$ cat config.mk
export PLATFORM = sky130hd
export DESIGN_NAME = spi_txn_master
export DESIGN_NICKNAME = d
export VERILOG_FILES = /design/src/rtl/spi_txn_pkg.sv /design/src/rtl/spi_txn_byte_mux.sv /design/src/rtl/spi_txn_master.sv
export SDC_FILE = /design/constraint.sdc
export NUM_CORES = 1
export LEC_CHECK = 0
export ABC_AREA = 1
export BUFFER_PORTS_ARGS = -buffer_cell sky130_fd_sc_hd__buf_2
export CORE_ASPECT_RATIO = 0.7
export CORE_MARGIN = 2
export CORE_UTILIZATION = 40
export CTS_CLUSTER_DIAMETER = 30
export DETAILED_ROUTE_END_ITERATION = 8
export PLACE_DENSITY = 0.64
export SLEW_MARGIN = 20
export SYNTH_ARGS = -nofsm -noshare
export SYNTH_HDL_FRONTEND = slang
export SYNTH_SLANG_ARGS = --single-unit
$ cat constraint.sdc
create_clock -name up_clk -period 1.8 [get_ports up_clk]
set_clock_uncertainty 0.1 [all_clocks]
set_input_delay 0.27 -clock up_clk [delete_from_list [all_inputs] [get_ports up_clk]]
set_output_delay 0.27 -clock up_clk [all_outputs]
set_load 0.05 [all_outputs]
$ cat src/rtl/spi_txn_pkg.sv
// Shared definitions for the USB-SPI register access protocol (initiator and responder).
// Command codes, frame slot layout and the initiator FSM state encoding.
package spi_txn_pkg;

  localparam logic [7:0] CMMD_GET  = 8'd5;
  localparam logic [7:0] CMMD_PUT  = 8'd6;

  localparam logic [3:0] SLOT_PAD  = 4'd1;
  localparam logic [3:0] SLOT_ADDR = 4'd2;
  localparam logic [3:0] SLOT_DATA = 4'd6;
  localparam logic [3:0] PUT_LEN   = 4'd10;

  typedef enum logic [2:0] {
    IDLE,
    LEAD,
    TX,
    RX,
    GAP
  } txn_state_e;

endpackage

$ cat src/rtl/spi_txn_byte_mux.sv
// Slot-index to outgoing-byte selector for one GET/PUT frame.
module spi_txn_byte_mux
  import spi_txn_pkg::*;
(
  input  logic [3:0]  idx,
  input  logic        wr,
  input  logic [31:0] addr,
  input  logic [31:0] wr_data,
  output logic [7:0]  byte_o
);

  // GET data slots (and any read-skip slots) send zero filler.
  always_comb begin
    byte_o = 8'h00;
    case (idx)
      4'd0:             byte_o = wr ? CMMD_PUT : CMMD_GET;
      SLOT_PAD:         byte_o = 8'h00;
      SLOT_ADDR:        byte_o = addr[7:0];
      SLOT_ADDR + 4'd1: byte_o = addr[15:8];
      SLOT_ADDR + 4'd2: byte_o = addr[23:16];
      SLOT_ADDR + 4'd3: byte_o = addr[31:24];
      SLOT_DATA:        byte_o = wr ? wr_data[7:0]   : 8'h00;
      SLOT_DATA + 4'd1: byte_o = wr ? wr_data[15:8]  : 8'h00;
      SLOT_DATA + 4'd2: byte_o = wr ? wr_data[23:16] : 8'h00;
      SLOT_DATA + 4'd3: byte_o = wr ? wr_data[31:24] : 8'h00;
      default:          byte_o = 8'h00;
    endcase
  end

endmodule

$ cat src/rtl/spi_txn_master.sv
// Initiator for the USB-SPI register protocol: one request -> one chip-select framed byte stream.
// Optional per-byte watchdog enabled by defining SPI_TXN_TIMEOUT_EN.
module spi_txn_master
  import spi_txn_pkg::*;
#(
  parameter int RD_SKIP     = 0,
  parameter int LEAD_CYC    = 2,
  parameter int CS_GAP      = 4,
  parameter int TIMEOUT_CYC = 1024
) (
  input  logic        up_clk,
  input  logic        up_rst_n,
  input  logic        req_valid,
  output logic        req_ready,
  input  logic        req_wr,
  input  logic [31:0] req_addr,
  input  logic [31:0] req_wr_data,
  output logic        rsp_valid,
  output logic [31:0] rsp_rd_data,
  output logic        rsp_err,
  output logic        spi_cs,
  output logic        spi_byte_o_en,
  output logic [7:0]  spi_byte_o,
  input  logic        spi_byte_o_ready,
  input  logic        spi_byte_i_en,
  input  logic [7:0]  spi_byte_i
);

  // One counter width covers lead, gap and watchdog intervals.
  localparam int CNT_MAX = (TIMEOUT_CYC > CS_GAP)
                         ? ((TIMEOUT_CYC > LEAD_CYC) ? TIMEOUT_CYC : LEAD_CYC)
                         : ((CS_GAP > LEAD_CYC) ? CS_GAP : LEAD_CYC);
  localparam int CNT_W = $clog2(CNT_MAX + 1);

  localparam logic [CNT_W-1:0] LEAD_LOAD = CNT_W'((LEAD_CYC > 0) ? LEAD_CYC - 1 : 0);
  localparam logic [CNT_W-1:0] GAP_LOAD  = CNT_W'((CS_GAP > 1) ? CS_GAP - 1 : 0);
  localparam logic [3:0]       GET_LEN   = 4'(PUT_LEN + RD_SKIP);
  localparam logic [3:0]       RD_FIRST  = 4'(SLOT_DATA + RD_SKIP);
  localparam logic [3:0]       RD_LAST   = 4'(SLOT_DATA + RD_SKIP + 3);

  txn_state_e       state_q, state_d;
  logic [CNT_W-1:0] cnt_q, cnt_d;
  logic [3:0]       idx_q, idx_d;
  logic             wr_q, wr_d;
  logic [31:0]      addr_q, addr_d;
  logic [31:0]      wdata_q, wdata_d;
  logic [31:0]      rdata_q, rdata_d;
  logic             rsp_valid_q, rsp_valid_d;
  logic             byte_done;
  logic [3:0]       frame_len;
  logic             rd_slot;
  logic [7:0]       mux_byte;

`ifdef SPI_TXN_TIMEOUT_EN
  localparam logic [CNT_W-1:0] WDOG_LAST = CNT_W'(TIMEOUT_CYC - 1);
  logic [CNT_W-1:0] wdog_q, wdog_d;
  logic             rsp_err_q, rsp_err_d;
`endif

  spi_txn_byte_mux u_byte_mux (
    .idx     (idx_q),
    .wr      (wr_q),
    .addr    (addr_q),
    .wr_data (wdata_q),
    .byte_o  (mux_byte)
  );

  assign frame_len = wr_q ? PUT_LEN : GET_LEN;
  assign rd_slot   = !wr_q && (idx_q >= RD_FIRST) && (idx_q <= RD_LAST);

  always_comb begin
    state_d     = state_q;
    cnt_d       = cnt_q;
    idx_d       = idx_q;
    wr_d        = wr_q;
    addr_d      = addr_q;
    wdata_d     = wdata_q;
    rdata_d     = rdata_q;
    rsp_valid_d = 1'b0;
    byte_done   = 1'b0;

    case (state_q)
      IDLE: begin
        if (req_valid) begin
          wr_d    = req_wr;
          addr_d  = req_addr;
          wdata_d = req_wr_data;
          rdata_d = 32'h0;
          idx_d   = 4'd0;
          cnt_d   = LEAD_LOAD;
          state_d = LEAD;
        end
      end
      LEAD: begin
        if (cnt_q == '0) state_d = TX;
        else             cnt_d   = cnt_q - 1'b1;
      end
      TX: begin
        // An echo arriving together with the accept closes the slot without visiting RX.
        if (spi_byte_o_ready) begin
          if (spi_byte_i_en) byte_done = 1'b1;
          else               state_d   = RX;
        end
      end
      RX: begin
        if (spi_byte_i_en) byte_done = 1'b1;
      end
      GAP: begin
        if (cnt_q == '0) state_d = IDLE;
        else             cnt_d   = cnt_q - 1'b1;
      end
      default: state_d = GAP;
    endcase

    if (byte_done) begin
      if (rd_slot) rdata_d = {rdata_q[23:0], spi_byte_i};
      idx_d = idx_q + 4'd1;
      if (idx_q + 4'd1 == frame_len) begin
        state_d     = GAP;
        cnt_d       = GAP_LOAD;
        rsp_valid_d = 1'b1;
      end else begin
        state_d = TX;
      end
    end

`ifdef SPI_TXN_TIMEOUT_EN
    wdog_d    = '0;
    rsp_err_d = 1'b0;
    if ((state_q == TX || state_q == RX) && !byte_done) begin
      if (wdog_q == WDOG_LAST) begin
        state_d     = GAP;
        cnt_d       = GAP_LOAD;
        rsp_valid_d = 1'b1;
        rsp_err_d   = 1'b1;
        rdata_d     = 32'h0;
      end else begin
        wdog_d = wdog_q + 1'b1;
      end
    end
`endif
  end

  // Reset lands in GAP so the responder sees a full idle gap before the first frame.
  always_ff @(posedge up_clk or negedge up_rst_n) begin
    if (!up_rst_n) begin
      state_q     <= GAP;
      cnt_q       <= GAP_LOAD;
      idx_q       <= 4'd0;
      wr_q        <= 1'b0;
      addr_q      <= 32'h0;
      wdata_q     <= 32'h0;
      rdata_q     <= 32'h0;
      rsp_valid_q <= 1'b0;
    end else begin
      state_q     <= state_d;
      cnt_q       <= cnt_d;
      idx_q       <= idx_d;
      wr_q        <= wr_d;
      addr_q      <= addr_d;
      wdata_q     <= wdata_d;
      rdata_q     <= rdata_d;
      rsp_valid_q <= rsp_valid_d;
    end
  end

`ifdef SPI_TXN_TIMEOUT_EN
  always_ff @(posedge up_clk or negedge up_rst_n) begin
    if (!up_rst_n) begin
      wdog_q    <= '0;
      rsp_err_q <= 1'b0;
    end else begin
      wdog_q    <= wdog_d;
      rsp_err_q <= rsp_err_d;
    end
  end
  assign rsp_err = rsp_err_q;
`else
  assign rsp_err = 1'b0;
`endif

  // Chip select drops in the accepting cycle so back-to-back frames see exactly CS_GAP high cycles.
  always_comb begin
    case (state_q)
      LEAD, TX, RX: spi_cs = 1'b0;
      IDLE:         spi_cs = ~req_valid;
      default:      spi_cs = 1'b1;
    endcase
  end

  assign req_ready     = (state_q == IDLE);
  assign spi_byte_o_en = (state_q == TX);
  assign spi_byte_o    = (state_q == TX) ? mux_byte : 8'h00;
  assign rsp_valid     = rsp_valid_q;
  assign rsp_rd_data   = rdata_q;

endmodule

==> results.txt <==
- The flow ran to the end, but the final reports show violations.
* Violations in the final reports: setup timing
* Die H: 104.7 um
- Syn Std Cell Area: 0.005793 sq mm
- The final max-slew violation count came to 0.
- Number of global-route vias before repair: 5324
- Entering global routing, the biggest net connects 65 pins.
* Synthesized-area fraction occupied by adder cells: approximately 1.3%
* Classification of the worst-slack hold path: in -> reg
* Sequential cell fraction of total power: 33.5%
* Share of the synthesized area in the top cell type: ~49%
- After the last flow step, the layout net total stands at 1064.
* Parity-gate share of the synthesized area counting xor and xnor cells: 0.9071%
* Number of antenna violations at the first check in global routing: 0
- Of the post-synthesis cell area, the part taken by muxes is 0%.
* Number of vias per cell after detailed routing: 4.693
* Diode count: 0
- Measured on the finished design, the core utilization comes to 64.32%.
- Once the floorplan was initialized, standard cells occupied 41.22% of the core.
- Total power of the final layout: 12770 uW
- Of the total power, the clock network draws 28.8%.
* Post-route design area: ~0.009 sq mm
- For this block, the routed nets add up to 17.06 mm of wire.
- TritonCTS built the clock tree.
* Number of clock sinks: 116
- Overall die width: 147.8 um
* Iter 0 DRT Violations: around 330
- DRC viols: 0
- Synthesized flop and latch total: 116
- The number of nets in the synthesized netlist is around 820.
- After legalization and detailed placement, the total HPWL measured 10.97 mm.
- Reg2reg path depth: 11
- Routed wire per std cell: approximately 14 um
- Cell internal power was estimated by the tool at about 7800 uW.
- GRT Overall Usage: 22.71%
- Worst endpoint data arrival time: 1.99 ns
- Critical Path, Cell by Cell: inv_4, ha_4, inv_4, nor2_4, nand2_1, nand4_1, nand2_2, a21oi_4, buf_8
- The largest single stage delay on the critical path is 0.46 ns.
* Largest area contributor in the netlist: dfrtp_1
- Max_cap viols: 0
* CTS Root Buffer Type: clkbuf_16
- At the end of routability-driven placement, the weighted congestion stood at 0.8780.
* Router iterations before antenna repair: 6
- Combinational Power Share: 37.7%
* Launch point of the critical path: idx_q[0]$_DFFE_PN0P_
- In the final timing run, aggregate negative setup slack is -11.56 ns.
- Dividing total power by cell area gives a power density of 1413 mW/mm^2.
- The worst path in the final design needs a cycle of 2.356 ns, including I/O delays and setup.
- The count of nets left with antenna violations once routing finished came out at 0.
- For this run, the number of Yosys warnings is 0.
- VDD sags by at most 903.6 uV.
* Number of hold violations in the final report: 0
- For this design the total switching power over the nets is 4921 uW.
* Number of enable-type register cells in the synthesized netlist: 0
- The clock tree synthesis step divided the H-tree into 4 levels.
- R2r setup slk: -0.27 ns
- Top flip-flop cell by instance count after synthesis: dfrtp_1
- Row count: 36
* Startpoint class of the critical path: flip-flop
- In this run the critical register-to-register path is captured at rsp_rd_data[25]$_DFF_PN0_.
- Placed cell area: 0.006955 sq mm
* Core Area: 0.01405 sq mm
- Number of buffers on the longest clock path: 2
* Critical path fanouts, max: 8
- Post-Synth Simple-Gate Area: between 30% and 40%
* Leakage Power: 0.004535 uW
* CP dominant cell by count: inv_4
- Prior to clock tree synthesis, the placed netlist has a worst setup slack of -0.2406 ns.
- First-pass GRT wire length: 27.74 mm
* Combinational family with the most area after synthesis: simple AND/OR/NAND/NOR gates
* Area enclosed by the die boundary: around 0.015 sq mm
- Slowest cell on the critical path: dfrtp_2
* Average cell area after synthesis: 7.903 sq um
- The most critical setup path has its endpoint at spi_byte_o[3].
- Summing the areas of all compound-gate instances in the mapped netlist gives 7.927% of the synthesized area.
- Compared with the post-synthesis result, the final layout area differs by 56.03%.
* Maximum operating frequency: 424.5 MHz
* Most repeated cell in the gate-level netlist after synthesis: nand2_1
* Worst-Skew Late Latency: 0.41 ns
* Register area share after synthesis: 50.17%
- Worst flop-to-flop path startpoint: idx_q[0]$_DFFE_PN0P_
- Number of setup violations in the final report: 42
* Net switching share of the total power: 38.53%
- Fraction of final layout cells sized beyond drive strength 1: 33.74%
* Clock-pin slew reported for the worst setup and hold paths after clock tree synthesis: 0.06 ns
- Share of flip-flops with an asynchronous set or reset: 100.0%
- Once routing completed, OpenROAD measured the worst setup slack at -0.5557 ns.
* Share of the clock period used by the worst path: 130.9%
- Synthesized instance count: 733
- 123 I/O pins were placed.
- Summing over every cut layer, the via total after detailed routing is 5552.
- Total congestion overflow: 0
- Critical Path RT: between 1 and 1.5 ns
- Setup repair after global routing could not meet its margin everywhere.
- Counting instances in the post-synthesis netlist gives the leading cell types as nand2_1, dfrtp_1, inv_1, nand3_1, o21ai_2.
- Number of buffers created by CTS: 17
* IO Port Bufs: roughly 120
- After synthesis, the netlist uses 32 different library cells.
* Type of destination of the critical path: primary output
* Class of the most critical setup path: reg -> out
- Ranking of synthesized cells by area: dfrtp_1, nand2_1, nand3_1, o21ai_2, inv_1
-- placed cells by master (no fill, tap or decap), types with 4 or more instances in the layout --
cell and count:
buf_12 11, a21oi_4 8, inv_4 7, inv_2 7, nand3_2 13, clkbuf_16 17, buf_6 16, nand2_2 15
a21oi_1 11, clkinvlp_4 4, o21ai_0 5, buf_8 5, nor2_1 24, buf_2 109, nand4_1 13, nor2_4 9
nand2_1 314, dfrtp_1 110, inv_6 5, dlygate4sd3_1 71, inv_1 50, buf_16 7, buf_4 37, bufinv_16 4
xor2_1 5, o21ai_2 34, nand3_1 44
-- cell type report --
cell class / instances / area, sq um
tap: 190 / 237.7
clock buffer: 19 / 452.9
inverter: 66 / 272.8
timing repair buffer: 256 / 2202
clock inverter: 13 / 192.7
fill: 1158 / 5015
sequential: 116 / 2910
multi-input combinational: 523 / 2770
-- critical path, delay by kind of cell, from the launching register on --
family	cells	cell delay, ns
simple gates	4	0.46
compound gates	1	0.18
flops	1	0.46
fa+ha+maj	1	0.16
buf+inv	3	0.32
-- sequential cells by signal, summed over array words and instances (netlist names) --
signal and flops:
wdata_q 32, idx_q 4, state_q 3, rsp_rd_data 32
addr_q 32, wr_q 1, rsp_valid 1, cnt_q 11
-- per-layer routing --
layer	track usage [%]	vias to the layer above	wire length, um
li1	-	2812	-
met1	34.24	2563	8484
met2	32.92	164	7513
met3	6.070	13	950
met4	4.422	0	111
met5	0	-	0
-- how the worst min path moves through the flow --
| stage | slack [ns] | start | endpoint | depth (start not counted) |
|---|---|---|---|---|
| 2_1_floorplan | -0.13 | up_rst_n | addr_q[0]$_DFFE_PN0P_ | 0 |
| 3_3_place_gp | 0.19 | up_rst_n | addr_q[14]$_DFFE_PN0P_ | 2 |
| 3_5_place_dp | 0.19 | up_rst_n | addr_q[6]$_DFFE_PN0P_ | 2 |
| 4_1_cts | 0.0005 | req_wr_data[25] | wdata_q[25]$_DFFE_PN0P_ | 3 |
| 5_1_grt | 0.007 | req_addr[5] | addr_q[5]$_DFFE_PN0P_ | 3 |
| 6_report | 0.008 | req_addr[5] | addr_q[5]$_DFFE_PN0P_ | 3 |
-- stage by stage --
step                hold WS, ns  instances
floorplan               -0.1256        733
global placement         0.1930       1052
detailed placement       0.1911       1052
CTS                   0.0004726       1176
global route           0.006779       1183
finish                 0.008393       1183
-- cell families (layout without fill, tap and decap cells) --
kind of cell    Yosys count  in the layout
xor+xnor                  6              6
fa+ha+maj                 6              6
simple gates            443            443
flops                   116            116
other cells               1              1
buf+inv                  94            354
compound gates           67             67
-- power by group through the flow --
stage	Sequential, uW	Combinational [uW]	Clock, uW
after floorplan	4010	2960	0
after global placement	4270	3970	0
after detailed placement	4240	4050	0
after CTS	4240	4560	3730
after global routing	4360	5330	3860
final	4280	4810	3680
-- timing repair --
item,CTS,global route
hold buffers,71,0
setup buffers,15,8
pin swaps,18,21
gates resized for setup,81,27
setup endpoints to repair,42,83
hold endpoints to repair,183,0
cloned,7,0
(Power assumes the default switching activity.)
